File: src/rtl/conbus_arb_rr.sv
// conbus_arb_rr: round-robin sticky/parking bus arbiter for NREQ conbus masters.
// Optional contested hold-time limit is enabled by defining CONBUS_ARB_HOLD_LIMIT_EN.
module conbus_arb_rr #(
    parameter  int NREQ     = 4,
    parameter  int MAX_HOLD = 16,
    localparam int GNT_W    = $clog2(NREQ)
) (
    input  logic             sys_clk,
    input  logic             sys_rst_n,
    input  logic [NREQ-1:0]  req,
    output logic [GNT_W-1:0] gnt,
    output logic [NREQ-1:0]  gnt_onehot,
    output logic             rearb
);
    if (NREQ < 2 || NREQ > 16 || MAX_HOLD < 2 || MAX_HOLD > 255) begin : g_bad_params
        $error("conbus_arb_rr: NREQ must be 2..16 and MAX_HOLD 2..255");
    end

    logic [GNT_W-1:0] r_gnt;
    logic [NREQ-1:0]  r_onehot;
    logic             r_rearb;
    logic [GNT_W-1:0] w_cand;
    logic [GNT_W:0]   w_sum;
    logic [GNT_W-1:0] w_next;
    logic             w_own;
    logic             w_others;
    logic             w_hold_trig;
    logic             w_change;

    // Downward scan so the last hit is the nearest requester after the owner.
    always_comb begin
        w_cand = r_gnt;
        w_sum  = '0;
        for (int k = NREQ - 1; k >= 1; k--) begin
            w_sum = {1'b0, r_gnt} + (GNT_W+1)'(k);
            if (w_sum >= (GNT_W+1)'(NREQ)) w_sum = w_sum - (GNT_W+1)'(NREQ);
            if (req[w_sum[GNT_W-1:0]]) w_cand = w_sum[GNT_W-1:0];
        end
    end

    assign w_own    = |(req & r_onehot);
    assign w_others = |(req & ~r_onehot);
    assign w_change = w_others && (!w_own || w_hold_trig);
    assign w_next   = w_change ? w_cand : r_gnt;

`ifdef CONBUS_ARB_HOLD_LIMIT_EN
    logic [7:0] r_hold;

    assign w_hold_trig = w_own && w_others && (r_hold == 8'(MAX_HOLD - 1));

    always_ff @(posedge sys_clk) begin
        if (!sys_rst_n) r_hold <= '0;
        else            r_hold <= (w_change || !w_others) ? 8'd0 : r_hold + 8'd1;
    end
`else
    assign w_hold_trig = 1'b0;
`endif

    always_ff @(posedge sys_clk) begin
        if (!sys_rst_n) begin
            r_gnt    <= '0;
            r_onehot <= NREQ'(1);
            r_rearb  <= 1'b0;
        end else begin
            r_gnt    <= w_next;
            r_onehot <= NREQ'(1) << w_next;
            r_rearb  <= w_change;
        end
    end

    assign gnt        = r_gnt;
    assign gnt_onehot = r_onehot;
    assign rearb      = r_rearb;
endmodule

File: config.mk
export PLATFORM = sky130hd
export DESIGN_NAME = conbus_arb_rr
export DESIGN_NICKNAME = d
export VERILOG_FILES = /design/src/rtl/conbus_arb_rr.sv
export SDC_FILE = /design/constraint.sdc
export NUM_CORES = 1
export LEC_CHECK = 0
export BUFFER_PORTS_ARGS = -buffer_cell sky130_fd_sc_hd__buf_2
export CORE_UTILIZATION = 24
export CTS_CLUSTER_SIZE = 28
export DETAILED_ROUTE_END_ITERATION = 10
export PLACE_DENSITY_LB_ADDON = 0.25
export SYNTH_ARGS = -nofsm -noshare
export SYNTH_HDL_FRONTEND = slang
export SYNTH_SLANG_ARGS = --single-unit
File: constraint.sdc
create_clock -name sys_clk -period 2 [get_ports sys_clk]
set_input_delay 0 -clock sys_clk [delete_from_list [all_inputs] [get_ports sys_clk]]
set_output_delay 0 -clock sys_clk [all_outputs]
set_load 0.1 [all_outputs]
==> summary.txt, run 1 <==
Worst-Margin Slew = 0.493 ns
Die Span Y = 42.6 microns
crit path max fanout = 12
DR pass1 iterations = 4
WL/cell = 11.4 microns
antenna diode count = 0
die area = 1810 sq um
Initial Util = 0.259
DR iter-0 viols = 3
synthesized cell area = 395 sq um
DRC viols = 0
post-CTS resize count = 0
first-pass GRT wire length = 1440 microns
Pleak = 0.218 nW
Overall Global Routing Usage = 0.104
port bufs = 12
layout cells sized above 1 = 0.404
max-slew violations = 0
grt ovf = 0
site row count = 14
mean post-synth cell area = 9.19 sq um
area post-placement = 469 sq um
total wire length = 832 microns
TritonCTS clock tree = done
post-layout min period = 1.59 ns
top-level I/O count = 13
clk buf depth = 2
post-layout util = 0.325
CTS clk-pin slew, worst paths = 0.05 ns
Final Hold Vio Count = 0
Slew headroom = 0.674
Area growth, synth to finish = 25.3%
Final Skew = 0.00242 ns
sequential share of the synthesized area = 0.354
worst vdd ir = 0.674 mV
nature of the critical path endpoint = flop
Max Cap Viol = 0
Die W = 42.6 microns
top cell type by total area after synthesis = dfxtp_1
number of global-route vias before repair = 325
clock root cell = clkbuf_4
fin area = 495 sq um
fin crit share = 0.796
PwrDens = 1520 nW/um^2
hold buffers post-CTS = 0
HP Class = input pin to flop
H-tree depth = 1
Data arrival, critical path = 1.73 ns
post-CTS setup buffers = 0
synthesized instance count = 43
synth top area cells = dfxtp_1 35%, mux2i_1 5.1%, nand2b_1 4.7%
Startpoint Class = flop
fmax = 628 MHz
Yosys reg bits = 7
Final ANT Viol Nets = 0
CTS sink count = 7
synth warn = 0
initial antenna violation count = 0
DP Wirelength = 640 microns
nets = 64
CTS buffer count = 3
RSZ-0062 raised after global routing = false
core area = 1520 sq um
post-synth top area share = 0.354
largest net degree at the start of global routing = 13
outcome = finished, final reports clean
Unique masters post-synth = 26
final setup fails = 0
syn nets = 49
setup tns final = 0 ns
Clk Latency, worst-skew pair = 0.24 ns
CP Class = flop to flop
critical path data required time = 2.14 ns
via/cell ratio = 5.01
routed vias = 366
Final GP Congestion = 0.741
[layout make-up]
cell class                      instances  area (sq um)
Tap cell                               16          20.0
Inverter                                2          7.51
Clock buffer                            4          26.3
Timing Repair Buffer                   12          60.1
Sequential cell                         7           143
Fill cell                             171          1030
Multi-Input combinational cell         32           239
[layer usage]
layer	global-route usage	vias up	part of all wire
met5	0	-	0
met1	0.138	166	0.48
met3	0.0172	0	0.046
met2	0.166	10	0.47
met4	0.0375	0	0
li1	-	190	-
[final timing paths]
path | start | end | slack (ns) | cells past startpoint
worst max register to register | gnt[0]$_SDFF_PN0_ | gnt_onehot[0]$_SDFF_PN1_ | 0.41 | 5
worst min-delay path | sys_rst_n | rearb$_SDFF_PN0_ | 0.05 | 3
worst min register to register | gnt[0]$_SDFF_PN0_ | gnt_onehot[1]$_SDFF_PP0_ | 0.58 | 2
worst max-delay path | gnt[0]$_SDFF_PN0_ | gnt_onehot[0]$_SDFF_PN1_ | 0.41 | 5
[flip-flops by register name, indices dropped and copies added, names as in the netlist]
name and flops:
gnt 2, gnt_onehot 4, rearb 1
[critical path: stages, from the launching register on]
cell and delay, ns:
dfxtp_2 0.38, nand2b_1 0.15, a22o_2 0.20, a211oi_1 0.38, mux2i_1 0.18, o21ba_1 0.20
[cells in the final DEF (no fill, tap or decap)]
cell,instances
a2111oi_0,1
nand3_4,1
a21bo_2,1
nor2b_1,1
inv_1,2
o22ai_1,1
nand3b_1,1
nor3b_1,2
a32oi_1,1
a21oi_1,2
o21ba_1,1
nand2b_1,3
clkbuf_4,3
a22oi_1,2
o21ai_0,1
or4_4,1
buf_2,12
mux2i_1,2
nor2_2,1
o221ai_1,1
a211oi_1,2
dfxtp_2,2
clkbuf_1,1
or2_2,1
nor2_1,4
a21boi_0,1
dfxtp_1,5
a22o_2,1
[power breakdown]
part	total [mW]	internal (mW)	leakage, nW	switching, mW
Combinational	0.418	0.0971	0.145	0.321
Sequential	0.208	0.174	0.0584	0.0337
Clock	0.126	0.0760	0.0150	0.0501
Total	0.752	0.347	0.218	0.404
[stage by stage]
stage / worst slack, ns / hold slack [ns] / cells / power (mW)
after CTS: 0.387 / 0.0378 / 73 / 0.761
final: 0.408 / 0.0477 / 73 / 0.752
after floorplan: 0.0614 / 0.163 / 43 / 0.568
after global placement: 0.373 / 0.292 / 69 / 0.630
after global routing: 0.244 / 0.0935 / 73 / 0.793
after detailed placement: 0.404 / 0.294 / 69 / 0.630
[synthesized netlist by cell type]
master     instances
a2111oi_0          1
a211oi_1           2
a21bo_2            1
a21boi_0           1
a21oi_1            2
a22o_2             1
a22oi_1            2
a32oi_1            1
buf_2              1
clkbuf_1           1
dfxtp_1            7
inv_1              2
mux2i_1            2
nand2b_1           3
nand3_4            1
nand3b_1           1
nor2_1             4
nor2_2             1
nor2b_1            1
nor3b_1            2
o21ai_0            1
o21ba_1            1
o221ai_1           1
o22ai_1            1
or2_2              1
or4_4              1
[kinds of logic (layout without fill, tap and decap cells)]
kind of cell / count (synthesis) / count (layout) / share of synthesized area
AND/OR/NAND/NOR: 15 / 15 / 0.263
AO/OA/AOI/OAI: 15 / 15 / 0.291
multiplexers: 2 / 2 / 0.0506
flip-flops: 7 / 7 / 0.354
buffers and inverters: 4 / 18 / 0.0411
Power figures use the tool's default switching activity.
==> run 2, diff against run 1 <==
--- a/config.mk
+++ b/config.mk
@@ -5,6 +5,7 @@
 export SDC_FILE = /design/constraint.sdc
 export NUM_CORES = 1
 export LEC_CHECK = 0
+export ABC_AREA = 1
 export BUFFER_PORTS_ARGS = -buffer_cell sky130_fd_sc_hd__buf_2
 export CORE_UTILIZATION = 24
 export CTS_CLUSTER_SIZE = 28
==> constraint.sdc (replaced) <==
create_clock -name sys_clk -period 1.7 [get_ports sys_clk]
set_input_delay 0 -clock sys_clk [delete_from_list [all_inputs] [get_ports sys_clk]]
set_output_delay 0 -clock sys_clk [all_outputs]
set_load 0.1 [all_outputs]
==> summary.txt, run 2 <==
commonest cells in the netlist = 36 x nand2_1, 13 x inv_1, 9 x nand2_2
sequential share of the synthesized area = 0.278 (-0.0765)
Unique masters post-synth = 14 (-46%)
fin area = 631 sq um (+27%)
Final GP Congestion = 0.779 (+5.1%)
mean post-synth cell area = 6.00 sq um (-35%)
port bufs = 12 (unchanged)
Data arrival, critical path = 1.48 ns (-0.25 ns)
critical path data required time = 1.83 ns (-0.31 ns)
grt ovf = 0 (unchanged)
largest net degree at the start of global routing = 11 (-2)
Post-synth EDFFs = 0 (unchanged)
max-slew violations = 0 (unchanged)
die area = 2290 sq um (+26%)
top cell type by total area after synthesis = dfxtp_1
Overall Global Routing Usage = 0.111 (+0.00731)
DR pass1 iterations = 3 (-1)
top-count cell post-synth = nand2_1
area post-placement = 594 sq um (+27%)
Synth async-reset ratio = 0 (unchanged)
Slew headroom = 0.679 (+0.00528)
crit path max fanout = 10 (-2)
Worst-Margin Slew = 0.485 ns (-0.00798 ns)
H-tree depth = 1 (unchanged)
syn nets = 90 (+84%)
commonest non-fill, non-tap cell in the layout = nand2_1
crit-path most repeated cell = nand2_1
number of flip-flops in the largest register = 4 (unchanged)
CP Class = flop to flop
number of global-route vias before repair = 404 (+24%)
Max Cap Viol = 0 (unchanged)
Final ANT Viol Nets = 0 (unchanged)
HP Class = input pin to flop
CTS buffer count = 3 (unchanged)
synthesized cell area = 504 sq um (+28%)
Buf/Inv on CP = 1 (+1)
DR iter-0 viols = 11 (+8)
Top Family by Delay on Critical Path = simple AND/OR/NAND/NOR gates
synth warn = 0 (unchanged)
first-pass GRT wire length = 1720 microns (+19%)
antenna diode count = 0 (unchanged)
fmax = 742 MHz (+18%)
via/cell ratio = 3.99 (-20%)
post-layout min period = 1.35 ns (-0.245 ns)
Startpoint Class = flop
Final Skew = 0.00343 ns (+0.00102 ns)
worst path cell trace = inv_6, nand2_2, nand2_1, nand2_2, nand3_2, o21ai_2, nand2_1, nand3_1, nand2_1
synthesized instance count = 84 (+95%)
Post-synth top flop = dfxtp_1
commonest cells after routing, fill and taps aside = 36 x nand2_1, 13 x inv_1, 12 x buf_2
outcome = finished, final reports clean
CTS clk-pin slew, worst paths = 0.05 ns (about the same)
layout cells sized above 1 = 0.370 (-0.0335)
RSZ-0062 raised after global routing = false
Final Hold Slack = 0.241 ns (+0.194 ns)
TritonCTS clock tree = done
Final Hold Vio Count = 0 (unchanged)
initial antenna violation count = 0 (unchanged)
post-synth top area share = 0.278 (-0.0765)
DP Wirelength = 919 microns (+44%)
synth top area cells = dfxtp_1 28%, nand2_1 27%, nand2_2 11%
CP max-delay cell = dfxtp_2
top-level I/O count = 13 (unchanged)
Die Span Y = 47.8 microns (+12%)
clock root cell = clkbuf_4
post-CTS setup buffers = 0 (unchanged)
Initial Util = 0.257 (-0.00243)
Yosys reg bits = 7 (unchanged)
core area = 1960 sq um (+29%)
setup tns final = 0 ns (unchanged)
Clk Latency, worst-skew pair = 0.24 ns (about the same)
Die W = 47.8 microns (+12%)
WL/cell = 8.55 microns (-25%)
CP peak stage delay = 0.47 ns (+0.09 ns)
CTS sink count = 7 (unchanged)
DRC viols = 0 (unchanged)
clk buf depth = 2 (unchanged)
Area growth, synth to finish = 25.1%
final setup fails = 0 (unchanged)
nature of the critical path endpoint = flop
total wire length = 1090 microns (+31%)
fin crit share = 0.792 (-0.00372)
site row count = 16 (+2)
routed vias = 507 (+39%)
nets = 107 (+67%)
-- run 2: cell types whose count changed in the layout (fill, tap and decap cells not counted), sizes merged, moves of 2 or more --
cell,delta
a211oi,-2
a22oi,-2
inv,+12
mux2i,-2
nand2,+45
nand2b,-3
nand3,+5
nor3b,-2
-- run 2: final timing paths --
check / end / slack [ns] / from / cells after the start
worst max-delay path: gnt_onehot[0]$_SDFF_PN1_ / 0.35 / gnt[0]$_SDFF_PN0_ / 9
worst min-delay path: rearb$_SDFF_PN0_ / 0.24 / req[0] / 5
worst max register to register: gnt_onehot[0]$_SDFF_PN1_ / 0.35 / gnt[0]$_SDFF_PN0_ / 9
worst min register to register: gnt_onehot[3]$_SDFF_PN0_ / 0.62 / gnt[0]$_SDFF_PN0_ / 2
-- run 2: cell type report --
cell class	count	area (sq um)
well taps	27	33.8
flip-flops and latches	7	148
multi-input cells	62	295
fillers	251	1330
repair buffers	13	70.1
clock buffers	4	26.3
inverters	14	57.6
-- run 2: repair_timing --
item,4_1_cts,5_1_grt
resized for setup,0,0
hold buffers,1,0
endpoints found under the hold margin,1,0
endpoints found under the setup margin,0,0
-- run 2: worst min-delay path: cells and delay by family --
kind	cells	cell delay, ns
buffers and inverters	2	0.15
and+or+nand+nor	3	0.30
-- run 2: kinds of logic after synthesis --
kind of cell	after synthesis	share of synthesized area
buf+inv	15	0.136
compound gates	4	0.0546
flops	7	0.278
simple gates	58	0.531
-- run 2: metal layers --
layer | vias up | wire length, microns | GRT usage
met4 | 0 | 0 | 0.0500
li1 | 284 | - | -
met3 | 0 | 45 | 0.0340
met5 | - | 0 | 0
met1 | 213 | 576 | 0.153
met2 | 10 | 464 | 0.157
-- run 2: stage by stage --
stage	setup slack (ns)	utilization	std cells
after floorplan	0.0773	-	84
after global placement	0.349	0.303	122
after detailed placement	0.358	0.303	122
after CTS	0.334	0.321	127
after global routing	0.204	0.321	127
final	0.353	0.321	127
Power of run 2 is left out: the tool's default activity adds up to more than one toggle a clock period on the data nets, which glitch-free logic cannot reach.
==> run 3, diff against run 2 <==
--- a/config.mk
+++ b/config.mk
@@ -5,7 +5,7 @@
 export SDC_FILE = /design/constraint.sdc
 export NUM_CORES = 1
 export LEC_CHECK = 0
-export ABC_AREA = 1
+export ABC_AREA = 0
 export BUFFER_PORTS_ARGS = -buffer_cell sky130_fd_sc_hd__buf_2
 export CORE_UTILIZATION = 24
 export CTS_CLUSTER_SIZE = 28
==> constraint.sdc (replaced) <==
create_clock -name sys_clk -period 1.4 [get_ports sys_clk]
set_input_delay 0 -clock sys_clk [delete_from_list [all_inputs] [get_ports sys_clk]]
set_output_delay 0 -clock sys_clk [all_outputs]
set_load 0.1 [all_outputs]
==> summary.txt, run 3 (synthesized netlist as in run 1, its figures left out) <==
outcome = finished, final reports clean
post-layout min period = 1.39 ns (+0.0460 ns)
Pleak = 0.316 nW
Worst-Margin Slew = 0.484 ns (-0.000123 ns)
H-tree depth = 1 (unchanged)
Worst R2R Path Depth = 5 (-4)
crit path max fanout = 4 (-6)
via/cell ratio = 4.90 (+23%)
initial antenna violation count = 0 (unchanged)
first-pass GRT wire length = 1770 microns (+3.2%)
Area growth, synth to finish = 86.4%
nature of the critical path endpoint = flop
Int Pwr = 0.681 mW
PwrDens = 1840 nW/um^2
Startpoint Class = flop
grt ovf = 0 (unchanged)
number of global-route vias before repair = 409 (+1.2%)
die area = 1810 sq um (-21%)
max-slew violations = 0 (unchanged)
top-level I/O count = 13 (unchanged)
WL/cell = 13.1 microns (+53%)
HP Class = input pin to flop
hold buffers post-CTS = 0 (-1)
Switching Fraction = 0.498
fin crit share = 0.995 (+0.203)
Finished Layout Cells = 88 (-31%)
Clk pwr share = 0.134
clk buf depth = 2 (unchanged)
Data arrival, critical path = 1.53 ns (+0.05 ns)
fmax = 718 MHz (-3.3%)
largest net degree at the start of global routing = 8 (-3)
commonest non-fill, non-tap cell in the layout = buf_4
Die Span Y = 42.6 microns (-11%)
port bufs = 12 (unchanged)
CTS buffer count = 3 (unchanged)
RSZ-0062 raised after global routing = true
critical path data required time = 1.54 ns (-0.29 ns)
routed vias = 431 (-15%)
Final Skew = 0.000751 ns (-0.00268 ns)
Worst Hold Depth = 3 (-2)
number of flip-flops in the largest register = 4 (unchanged)
TritonCTS clock tree = done
commonest cells after routing, fill and taps aside = 15 x buf_4, 12 x buf_2, 6 x dfxtp_4
antenna diode count = 0 (unchanged)
DP Wirelength = 826 microns (-10%)
Overall Global Routing Usage = 0.134 (+0.0231)
CTS sink count = 7 (unchanged)
DR iter-0 viols = 4 (-7)
worst vdd ir = 1.13 mV
Clk Latency, worst-skew pair = 0.25 ns (about the same)
Comb pwr share = 0.645
layout cells sized above 1 = 0.792 (+0.422)
site row count = 14 (-2)
Final ANT Viol Nets = 0 (unchanged)
Final Hold Vio Count = 0 (unchanged)
clock root cell = clkbuf_4
CTS clk-pin slew, worst paths = 0.05 ns (about the same)
final setup fails = 0 (unchanged)
Final GP Congestion = 0.724 (-7.0%)
Initial Util = 0.259 (+0.00243)
placed insts = 81 (-34%)
DR pass1 iterations = 2 (-1)
core area = 1520 sq um (-22%)
Slew headroom = 0.679 (about the same)
CP Class = flop to flop
Pwr Total = 1.36 mW
Max Cap Viol = 0 (unchanged)
nets = 79 (-26%)
total wire length = 1150 microns (+5.9%)
DRC viols = 0 (unchanged)
Die W = 42.6 microns (-11%)
part of the power in registers = 0.222
NetSw = 0.676 mW
[run 3: cell count changes in the layout (fill, tap and decap cells not counted), moves of 6 or more]
cell | before | now
buf_4 | 0 | 15
dfxtp_4 | 0 | 6
nand2_2 | 9 | 0
nand2_1 | 36 | 0
inv_1 | 13 | 2
dfxtp_2 | 6 | 0
[run 3: worst paths after layout]
path / start / end / slack (ns)
worst max register to register: gnt[0]$_SDFF_PN0_ / gnt_onehot[0]$_SDFF_PN1_ / 0.007
worst min-delay path: sys_rst_n / gnt[1]$_SDFF_PN0_ / 0.06
worst max-delay path: gnt[0]$_SDFF_PN0_ / gnt_onehot[0]$_SDFF_PN1_ / 0.007
worst min register to register: gnt[1]$_SDFF_PN0_ / gnt_onehot[1]$_SDFF_PP0_ / 0.58
[run 3: what timing repair did]
item	4_1_cts	5_1_grt
setup endpoints to repair	3	4
gates resized for setup	4	4
pin swaps	4	6
buffers inserted	1	2
[run 3: final cells by class]
class	instances	area [sq um]
flip-flops and latches	7	163
repair buffers	27	173
well taps	16	20.0
multi-input cells	32	348
inverters	2	7.51
fillers	152	787
clock buffers	4	26.3
[run 3: worst max-delay path, cell delays in order, from the launching register on]
cell      delay (ns)
dfxtp_4         0.35
nand2b_4        0.13
a22o_4          0.22
a211oi_4        0.26
mux2i_2         0.13
o21ba_1         0.19
[run 3: power by group through the flow]
stage / clock (mW) / sequential (mW) / combinational, mW
2_1_floorplan: 0 / 0.624 / 0.288
3_3_place_gp: 0 / 0.305 / 0.774
3_5_place_dp: 0 / 0.305 / 0.774
4_1_cts: 0.187 / 0.303 / 0.832
5_1_grt: 0.203 / 0.308 / 0.918
6_report: 0.181 / 0.301 / 0.875
[run 3: through the flow]
step            util  instance area (sq um)  setup slack, ns  setup TNS [ns]  hold WS (ns)
6_report       0.484                    737          0.00720               0        0.0568
5_1_grt        0.484                    737          -0.0362          -0.100        0.0563
4_1_cts        0.460                    701          0.00913               0        0.0254
3_5_place_dp   0.420                    641          -0.0396         -0.0565         0.285
3_3_place_gp   0.420                    641          -0.0212         -0.0212         0.286
2_1_floorplan      -                    495           -0.107          -0.218         0.162
[run 3: routing by layer]
layer,track usage,share of wire
met1,0.182,0.44
met2,0.197,0.51
met3,0.0776,0.051
met4,0,0
met5,0,0
